==> src/rtl/paralelo_serial_tx_pkg.sv <==
//==============================================================================
// Module   : paralelo_serial_tx_pkg
// Brief    : Shared PHY serial-link constants and TX state encoding.
// Revision : 1.0
//==============================================================================
`default_nettype none

package paralelo_serial_tx_pkg;

    // The comma symbol and preamble length are also used by serial_paralelo_rx.
    localparam logic [7:0] COMMA_BC       = 8'hBC;
    localparam int         SYNC_COUNT_DEF = 4;

    typedef enum logic {
        SYNC = 1'b0,
        RUN  = 1'b1
    } tx_state_e;

endpackage

`default_nettype wire

==> src/rtl/paralelo_serial_tx_piso.sv <==
//==============================================================================
// Module   : paralelo_serial_tx_piso
// Brief    : Load/shift register with bit counter; MSB-first serial output.
// Revision : 1.0
//==============================================================================
`default_nettype none

module paralelo_serial_tx_piso #(
    parameter int WIDTH = 8
) (
    input  logic             clk_i,
    input  logic             rst_ni,
    input  logic [WIDTH-1:0] load_word_i,
    output logic             boundary_o,
    output logic             serial_o
);

    localparam int              CNT_W  = $clog2(WIDTH);
    localparam logic [CNT_W-1:0] C_LAST = CNT_W'(WIDTH - 1);

    logic [CNT_W-1:0] bit_cnt_q;
    logic [WIDTH-2:0] shreg_q;
    logic             serial_q;

    // Counter resets to the last bit so the first edge after reset is a boundary.
    assign boundary_o = (bit_cnt_q == C_LAST);
    assign serial_o   = serial_q;

    always_ff @(posedge clk_i or negedge rst_ni) begin
        if (!rst_ni) begin
            bit_cnt_q <= C_LAST;
            shreg_q   <= '0;
            serial_q  <= 1'b0;
        end else if (boundary_o) begin
            serial_q  <= load_word_i[WIDTH-1];
            shreg_q   <= load_word_i[WIDTH-2:0];
            bit_cnt_q <= '0;
        end else begin
            serial_q  <= shreg_q[WIDTH-2];
            shreg_q   <= {shreg_q[WIDTH-3:0], 1'b0};
            bit_cnt_q <= bit_cnt_q + 1'b1;
        end
    end

endmodule

`default_nettype wire

==> src/rtl/paralelo_serial_tx.sv <==
//==============================================================================
// Module   : paralelo_serial_tx
// Brief    : PHY TX serializer: comma preamble, then valid/ready words MSB-first.
// Revision : 1.0
//==============================================================================
`default_nettype none

module paralelo_serial_tx
    import paralelo_serial_tx_pkg::*;
#(
    parameter int               WIDTH      = 8,
    parameter logic [WIDTH-1:0] COMMA      = COMMA_BC,
    parameter int               SYNC_COUNT = SYNC_COUNT_DEF
) (
    input  logic             clk_32f,
    input  logic             reset_L,
    input  logic [WIDTH-1:0] data_in,
    input  logic             valid_in,
    output logic             ready_out,
    output logic             data_out,
    output logic             active_out
);

    localparam int               CC_W        = $clog2(SYNC_COUNT + 1);
    localparam logic [CC_W-1:0]  C_LAST_SYNC = CC_W'(SYNC_COUNT - 1);

    tx_state_e        state_q;
    logic [CC_W-1:0]  comma_cnt_q;
    logic             active_q;
    logic             boundary;
    logic [WIDTH-1:0] word_d;

    assign ready_out  = (state_q == RUN) && boundary;
    assign active_out = active_q;

    // Idle fill: anything not handed over at a boundary goes out as a comma.
    always_comb begin
        word_d = COMMA;
        if (valid_in && ready_out) begin
            word_d = data_in;
        end
    end

    paralelo_serial_tx_piso #(
        .WIDTH (WIDTH)
    ) u_piso (
        .clk_i       (clk_32f),
        .rst_ni      (reset_L),
        .load_word_i (word_d),
        .boundary_o  (boundary),
        .serial_o    (data_out)
    );

    always_ff @(posedge clk_32f or negedge reset_L) begin
        if (!reset_L) begin
            state_q     <= SYNC;
            comma_cnt_q <= '0;
            active_q    <= 1'b0;
        end else if (boundary) begin
            case (state_q)
                SYNC: begin
                    comma_cnt_q <= comma_cnt_q + 1'b1;
                    if (comma_cnt_q == C_LAST_SYNC) begin
                        state_q  <= RUN;
                        active_q <= 1'b1;
                    end
                end
                RUN: begin
                    state_q  <= RUN;
                    active_q <= 1'b1;
                end
                default: state_q <= SYNC;
            endcase
        end
    end

endmodule

`default_nettype wire

==> config.mk <==
export PLATFORM = sky130hd
export DESIGN_NAME = paralelo_serial_tx
export DESIGN_NICKNAME = d
export VERILOG_FILES = /design/src/rtl/paralelo_serial_tx_pkg.sv /design/src/rtl/paralelo_serial_tx_piso.sv /design/src/rtl/paralelo_serial_tx.sv
export SDC_FILE = /design/constraint.sdc
export NUM_CORES = 1
export LEC_CHECK = 0
export CORE_MARGIN = 2
export CORE_UTILIZATION = 50
export CTS_BUF_LIST = sky130_fd_sc_hd__clkbuf_4
export DETAILED_ROUTE_END_ITERATION = 10
export HOLD_SLACK_MARGIN = 0.1
export PLACE_DENSITY = 0.76
export RECOVER_POWER = 50
export SYNTH_ARGS = -nofsm -noshare
export SYNTH_HDL_FRONTEND = slang
export SYNTH_HIERARCHICAL = 1
export SYNTH_SLANG_ARGS = --single-unit
==> constraint.sdc <==
create_clock -name clk_32f -period 2.2 [get_ports clk_32f]
set_input_delay 0.33 -clock clk_32f [delete_from_list [all_inputs] [get_ports clk_32f]]
set_output_delay 0.33 -clock clk_32f [all_outputs]
set_load 0.02 [all_outputs]
* After elaboration in Yosys (flattened, before gate mapping)
Index checks and enable logic that the tools add are counted.
** Operators by class
- Bitwise logic cells :: 1
- Equal/unequal tests :: 3
- $add $sub $neg :: 2
- Reductions and logical operators :: 4
- Mux-type cells :: 8
** Operators with widths (count)
- 2-to-1 mux 8 bit :: 1
- 2-to-1 mux 7 bit :: 1
- adder 3 x 1 -> 3 bit, second input constant :: 2
- case mux 1 bit (2 select lines) :: 2
- AND reduction 2 bit :: 2
- == test 3 x 2 -> 1 bit, second input constant :: 1
- == test 3 bit, second input constant :: 1
- 2-to-1 mux 1 bit :: 3
- 2-to-1 mux 3 bit :: 1
- logical AND 1 bit :: 2
- inequality test 2 bit, second input constant :: 1
- NOT 1 bit :: 1
** Word-level totals
- Bits of input ports :: 11
- Register bits after elaboration :: 16

* Depth between registers and ports, before layout
Gate-level depths: netlist of the first run.
- Word-level depth :: 5
- Depth in mapped cells :: 5
- Mapped depth without buffers :: 5

* Hierarchy
Netlist of the first run, hierarchy kept.
** Modules (own cells, without submodules)
- paralelo_serial_tx_piso :: times used 1, cells an instance 24, seq. area each 279.0 µm², area each 442.9 µm²
- paralelo_serial_tx :: times used 1, cells an instance 25, seq. area each 125.1 µm², area each 287.8 µm²

* Worst setup path before layout of the first run
No wires, ideal clock.
- Kind :: reg-to-reg
- From :: register u_piso.bit_cnt_q[0]
- To :: register u_piso.serial_q, in the netlist u_piso/serial_o
- Data required time :: 2075 ps
- Buffers on the path :: 0
- Cell stages (with the launch flop) :: 6
- Period minus slack after synthesis :: 1615 ps
- Library setup time :: 125 ps
- Data arrival time :: 1490 ps
- Slack :: 585 ps
- Cells stage by stage :: dfstp_2 ha_1 ha_1 and3_4 nand2b_1 mux2_4
** On the way
- Cells in the longest elaborated chain, start to end :: 5
** Ends and longest elaborated chain
- start: declaration :: line paralelo_serial_tx_piso.sv:21 : logic [CNT_W-1:0] bit_cnt_q;
- start signal: assignment :: line paralelo_serial_tx_piso.sv:41 : bit_cnt_q <= bit_cnt_q + 1'b1;
- == test 3 bit :: line paralelo_serial_tx_piso.sv:26 : assign boundary_o = (bit_cnt_q == C_LAST);
- named net boundary :: line paralelo_serial_tx.sv:30 : logic boundary;
- logical AND 1 bit :: line paralelo_serial_tx.sv:33 : assign ready_out = (state_q == RUN) && boundary;
- logical AND 1 bit :: line paralelo_serial_tx.sv:39 : if (valid_in && ready_out) begin
- 2-to-1 mux 8 bit :: line paralelo_serial_tx.sv:39
- named net word_d[7] :: line paralelo_serial_tx.sv:31 : logic [WIDTH-1:0] word_d;
- 2-to-1 mux 1 bit :: line paralelo_serial_tx_piso.sv:34 : end else if (boundary_o) begin
- end signal: assignment :: line paralelo_serial_tx_piso.sv:35 : serial_q <= load_word_i[WIDTH-1];
- end signal: assignment :: line paralelo_serial_tx_piso.sv:39 : serial_q <= shreg_q[WIDTH-2];
- end: declaration :: line paralelo_serial_tx_piso.sv:23 : logic serial_q;
The timed path passes the listed nets, and every way through them passes these cells.
A chain may end at the register's enable or synchronous reset.

* Worst setup path in the final report of the first run
- From :: register u_piso.bit_cnt_q[0]
- To :: output ready_out
** On the way
- Cells in the longest elaborated chain, start to end :: 2
** Ends and longest elaborated chain
- == test 3 bit :: line paralelo_serial_tx_piso.sv:26
- named net boundary :: line paralelo_serial_tx.sv:30
- logical AND 1 bit :: line paralelo_serial_tx.sv:33
- end: declaration :: line paralelo_serial_tx.sv:19 : output logic ready_out,
The timed path passes the listed nets, and every way through them passes these cells.

==> out/results.ini, run 1 <==
[synth]
ys_types=15
seq_area_frac_synth=0.553
synth_fp_nets=65
synth_seq_cells=16
avgSynthCellArea_sq_um=14.9
ys.warnings.count=6
synth_area_sq_um=731
synthCells=49

[routing]
vias=407
antenna_left=0
drc=0
wl_per_cell_um=13.2
drt_wl_total_um=1070
dr.pass1.iters=2
top_layer=met4
wl_met2_um=483
viasPerCell=5.02
met3WireLength_um=77
wl_met1_um=500
initialDrtViolationCount=2

[sta]
skew_ps=12.8
fmax_ghz=0.526
worstMarginPinSlew_ps=700
fin_setup_tns_ps=0
drv_slew=0
setup_violations=0
finalCriticalPeriod_ps=1900
max_slew_margin=0.531
hold_viol=0
finalCritPeriodShare=0.864
setup_ws_ps=299
rsz0062_at_grt=false

[clock_tree]
cts_buffers=3
ctsHoldBuffers=0
cts_sinks=16
insertion_delay_ps=290
clockBufferDepth=2
clockRootBuffer=clkbuf_4
cts_tree=yes
htree_levels=1
clkTransAtPathRegs_ps=100

[critical_path]
rrSetupSlack_ps=410
slowest_stage=dfstp_1
startpoint_type=register
critPathCaptureType=output port
worstPathCellList=ha_1 -> ha_1 -> and2_1 -> dlygate4sd2_1
critPathMaxStageDelay_ps=530
critPathMaxFanout=2
cp.arrival_ps=1570
critPathBufInv=1
cp-startpoint=u_piso/bit_cnt_q[0]
worst-setup-path-type=reg -> out
cp_top_family=flip-flops
rr_startpoint=u_piso/bit_cnt_q[0]
critPathRequiredTime_ps=1870
cp_common_cell=ha_1

[floorplan]
die_h_um=42.2
die_w_um=42.2
start_util=0.548
row_count=13
dieArea_sq_um=1780
core_sq_um=1330
num_io_pins=14

[worst_hold_path]
holdCritStartpoint=active_out
min_path_type=reg -> reg

[global_route]
grt_pass1_wl_um=1960
grtUsageTotal=0.153
grt_start_max_net_pins=17
antenna_found_initial=0
grt_pass1_vias=460
grt_overflow=0

[place]
place_ws_ps=315
dp_cells=77
hpwlAfterDp_um=788
dpl_cell_area_sq_um=876
io_buffer_count=13
place_congestion=0.647

[finish]
num-fill-cells=110
fin_cells=81
postLayoutCellArea_sq_um=901
area_growth_syn_to_layout_pct=23.3
drive_gt1_frac=0.242
layout.nets=83
diodes=0

[flow_run]
cap_viol_max_count=0

[power_and_ir_drop]
ir_worst_vdd_mv=0.402
p_per_area_nw_per_um2=545
p_leak_nw=0.426

[outcome]
status=completed

cell usage after synthesis (all sizes together):
cell type / n / area share
mux2: 8 / 0.16
nor2: 1 / 0.0051
and2: 5 / 0.043
nand2b: 7 / 0.070
a21o: 1 / 0.010
dfrtp: 13 / 0.45
inv: 1 / 0.0051
mux2i: 1 / 0.014
dfstp: 3 / 0.11
o21ai: 1 / 0.0068
ha: 5 / 0.086
xnor2: 1 / 0.012
and3: 1 / 0.015
buf: 1 / 0.015
repair_timing:
item                                    4_1_cts  5_1_grt
buffers inserted                              0        0
endpoints found under the hold margin         0        0
endpoints found under the setup margin        1        0
resized for setup                             1        0
per-layer routing:
metal,vias to the layer above,global-route usage
met4,0,0.0563
met2,13,0.234
met5,-,0
met3,2,0.0819
met1,195,0.183
li1,197,-
power by group:
part / switching (mW) / total (mW) / internal, mW
combinational: 0.0103 / 0.0349 / 0.0246
sequential: 0.00195 / 0.302 / 0.300
clock: 0.0883 / 0.154 / 0.0658
total: 0.101 / 0.491 / 0.391
worst paths after layout:
check | end | depth (start not counted)
min in group asynchronous | active_out | 1
min | active_out | 1
min reg2reg | active_out | 1
max reg2reg | u_piso/shreg_q[3] | 6
max in group asynchronous | u_piso/shreg_q[3] | 1
max | ready_out | 4
cells by family after synthesis:
family,share of synthesized area
xor gates and xnor gates,0.0120
DFF,0.553
muxes,0.178
adders and majority gates,0.0856
and+or+nand+nor,0.134
buffers and inverters,0.0205
AOI/OAI and AO/OA,0.0171
state kept, by name (all words and copies together) (netlist names):
signal            count
comma_cnt_q           3
u_piso/bit_cnt_q      3
u_piso/shreg_q        7
state_q               1
u_piso/serial_o       1
active_out            1
per-stage QoR:
stage,power (mW),hold WS (ps),util
final,0.491,470,0.675
after global routing,0.514,500,0.675
after CTS,0.502,475,0.675
after detailed placement,0.344,454,0.657
after global placement,0.343,448,0.657
after floorplan,0.318,34.4,-
area by class of cell:
type                       instances  area (sq um)  share of cell area
clock buffer                       3          22.5              0.0250
clock inverter                     1          3.75             0.00417
multi-input combinational         31           312               0.346
timing repair buffer              14           136               0.151
inverter                           1          3.75             0.00417
sequential                        16           404               0.449
tap                               15          18.8              0.0208
cells in the final DEF, fill, tap and decap left out, types with 2 or more instances in the layout:
cell	synthesis	layout
dfrtp_1	13	13
clkdlybuf4s50_1	0	11
mux2_4	8	8
nand2b_1	6	6
and2_1	5	5
ha_1	5	5
clkbuf_4	0	3
dfstp_2	3	2
Note: power is estimated with default switching activity, not from simulation.
==> run 2: changes to the inputs <==
CTS_CLUSTER_SIZE = 8   (was unset)
SKIP_LAST_GASP = 1   (was unset)
==> results of run 2 <==
The final DEF is identical to that of run 1; final timing and power are the same.
==> run 3: changes to the inputs <==
CTS_CLUSTER_SIZE = 24   (was 8)
SKIP_CTS_REPAIR_TIMING = 1   (was unset)
==> out/results.ini, run 3 (synthesized netlist as in run 1, its figures left out) <==
[flow_run]
cap_viol_max_count=0

[power_and_ir_drop]
p_sw_mw=0.101
total_power_mw=0.492
ir_worst_vdd_mv=0.402
power.internal_mw=0.391
p_leak_nw=0.440
p_comb_frac=0.071
power_frac_seq=0.615
clock_power_share=0.314
p_per_area_nw_per_um2=543
swShare=0.205

[sta]
setup_violations=0
worstMarginPinSlew_ps=701
hold_viol=0
rsz0062_at_grt=false
max_slew_margin=0.531
drv_slew=0
skew_ps=13.1
fmax_ghz=0.558
finalCriticalPeriod_ps=1790
finalCritPeriodShare=0.815

[floorplan]
die_h_um=42.2
num_io_pins=14
die_w_um=42.2
dieArea_sq_um=1780
row_count=13
start_util=0.548
core_sq_um=1330

[global_route]
grt.busiest_layer=met2
grt_use_met3=0.0819
grtUsageTotal=0.153
antenna_found_initial=0
grt_pass1_vias=454
grt_use_met1=0.183
grt_pass1_wl_um=1950
grt_overflow=0
grt_util_met2=0.231
grt_start_max_net_pins=17

[finish]
drive_gt1_frac=0.242
largest_registers=u_piso/shreg_q x7, comma_cnt_q x3, u_piso/bit_cnt_q x3
layout.nets=83
mostFrequentLayoutCell=dfrtp_1
multi_input_area_sq_um=312
mostFrequentLayoutCells=dfrtp_1 (13), clkdlybuf4s50_1 (11), mux2_4 (8)
post-route-util=0.678
regArea_sq_um=404
largest-register=u_piso/shreg_q
diodes=0
largest_register_ffs=7
area_growth_syn_to_layout_pct=23.8
num-fill-cells=108

[critical_path]
worst-setup-path-type=reg -> out
startpoint_type=register
cp.arrival_ps=1460
critPathMaxFanout=2
critPathCaptureType=output port
critPathRequiredTime_ps=1870

[clock_tree]
insertion_delay_ps=290
clockRootBuffer=clkbuf_4
cts_buffers=3
clockBufferDepth=2
htree_levels=1
cts_sinks=16
cts_tree=yes
clkTransAtPathRegs_ps=100

[place]
hpwlAfterDp_um=788
io_buffer_count=13
place_congestion=0.647

[routing]
drc=0
dr.pass1.iters=2
vias=406
viasPerCell=5.01
antenna_left=0
drt_wl_total_um=1080
wl_per_cell_um=13.3
initialDrtViolationCount=2

[outcome]
status=completed

[worst_hold_path]
min_path_type=reg -> reg

## run 3: cell types whose count changed in the layout (fill, tap and decap cells not counted), sizes merged
cell / previous run / this run
dlymetal6s2s: 0 / 1
dlygate4sd2: 1 / 0
## run 3: power by group through the flow
stage | Combinational (mW) | Clock [mW] | Sequential (mW)
floorplan | 0.00914 | 0 | 0.309
global placement | 0.0353 | 0 | 0.308
detailed placement | 0.0357 | 0 | 0.308
CTS | 0.0361 | 0.163 | 0.303
global route | 0.0384 | 0.173 | 0.303
finish | 0.0349 | 0.154 | 0.302
## run 3: critical path, cell delays in order, from the launching register on
cell and delay [ps]:
dfstp_1 530, ha_1 170, ha_1 160, and2_1 110, dlymetal6s2s_1 210
## run 3: metal layers
layer	wire length [um]	vias up
met1	503	194
met3	77	2
met5	0	-
met2	484	13
li1	-	197
met4	12	0
## run 3: final timing paths
check	startpoint	end	slack, ps	cells past startpoint
min in group asynchronous	reset_L	active_out	520	1
worst max-delay path	u_piso/bit_cnt_q[0]	ready_out	410	4
worst min register to register	active_out	active_out	470	1
worst max register to register	u_piso/bit_cnt_q[0]	u_piso/shreg_q[3]	410	6
max in group asynchronous	reset_L	u_piso/shreg_q[3]	1220	1
worst min-delay path	active_out	active_out	470	1
## run 3: area by class of cell
cell class | count | share of cell area
sequential | 16 | 0.447
timing repair buffer | 14 | 0.155
clock inverter | 1 | 0.00415
inverter | 1 | 0.00415
multi-input combinational | 31 | 0.344
clock buffer | 3 | 0.0249
tap | 15 | 0.0207
## run 3: metrics by stage
| step | hold WS, ps | TNS (ps) | cell area [sq um] | setup slack, ps | cells |
|---|---|---|---|---|---|
| 2_1_floorplan | 34.4 | 0 | 731 | 585 | 49 |
| 3_3_place_gp | 448 | 0 | 876 | 337 | 77 |
| 3_5_place_dp | 454 | 0 | 876 | 315 | 77 |
| 4_1_cts | 475 | -5.56 | 902 | -5.56 | 81 |
| 5_1_grt | 500 | 0 | 905 | 283 | 81 |
| 6_report | 470 | 0 | 905 | 408 | 81 |
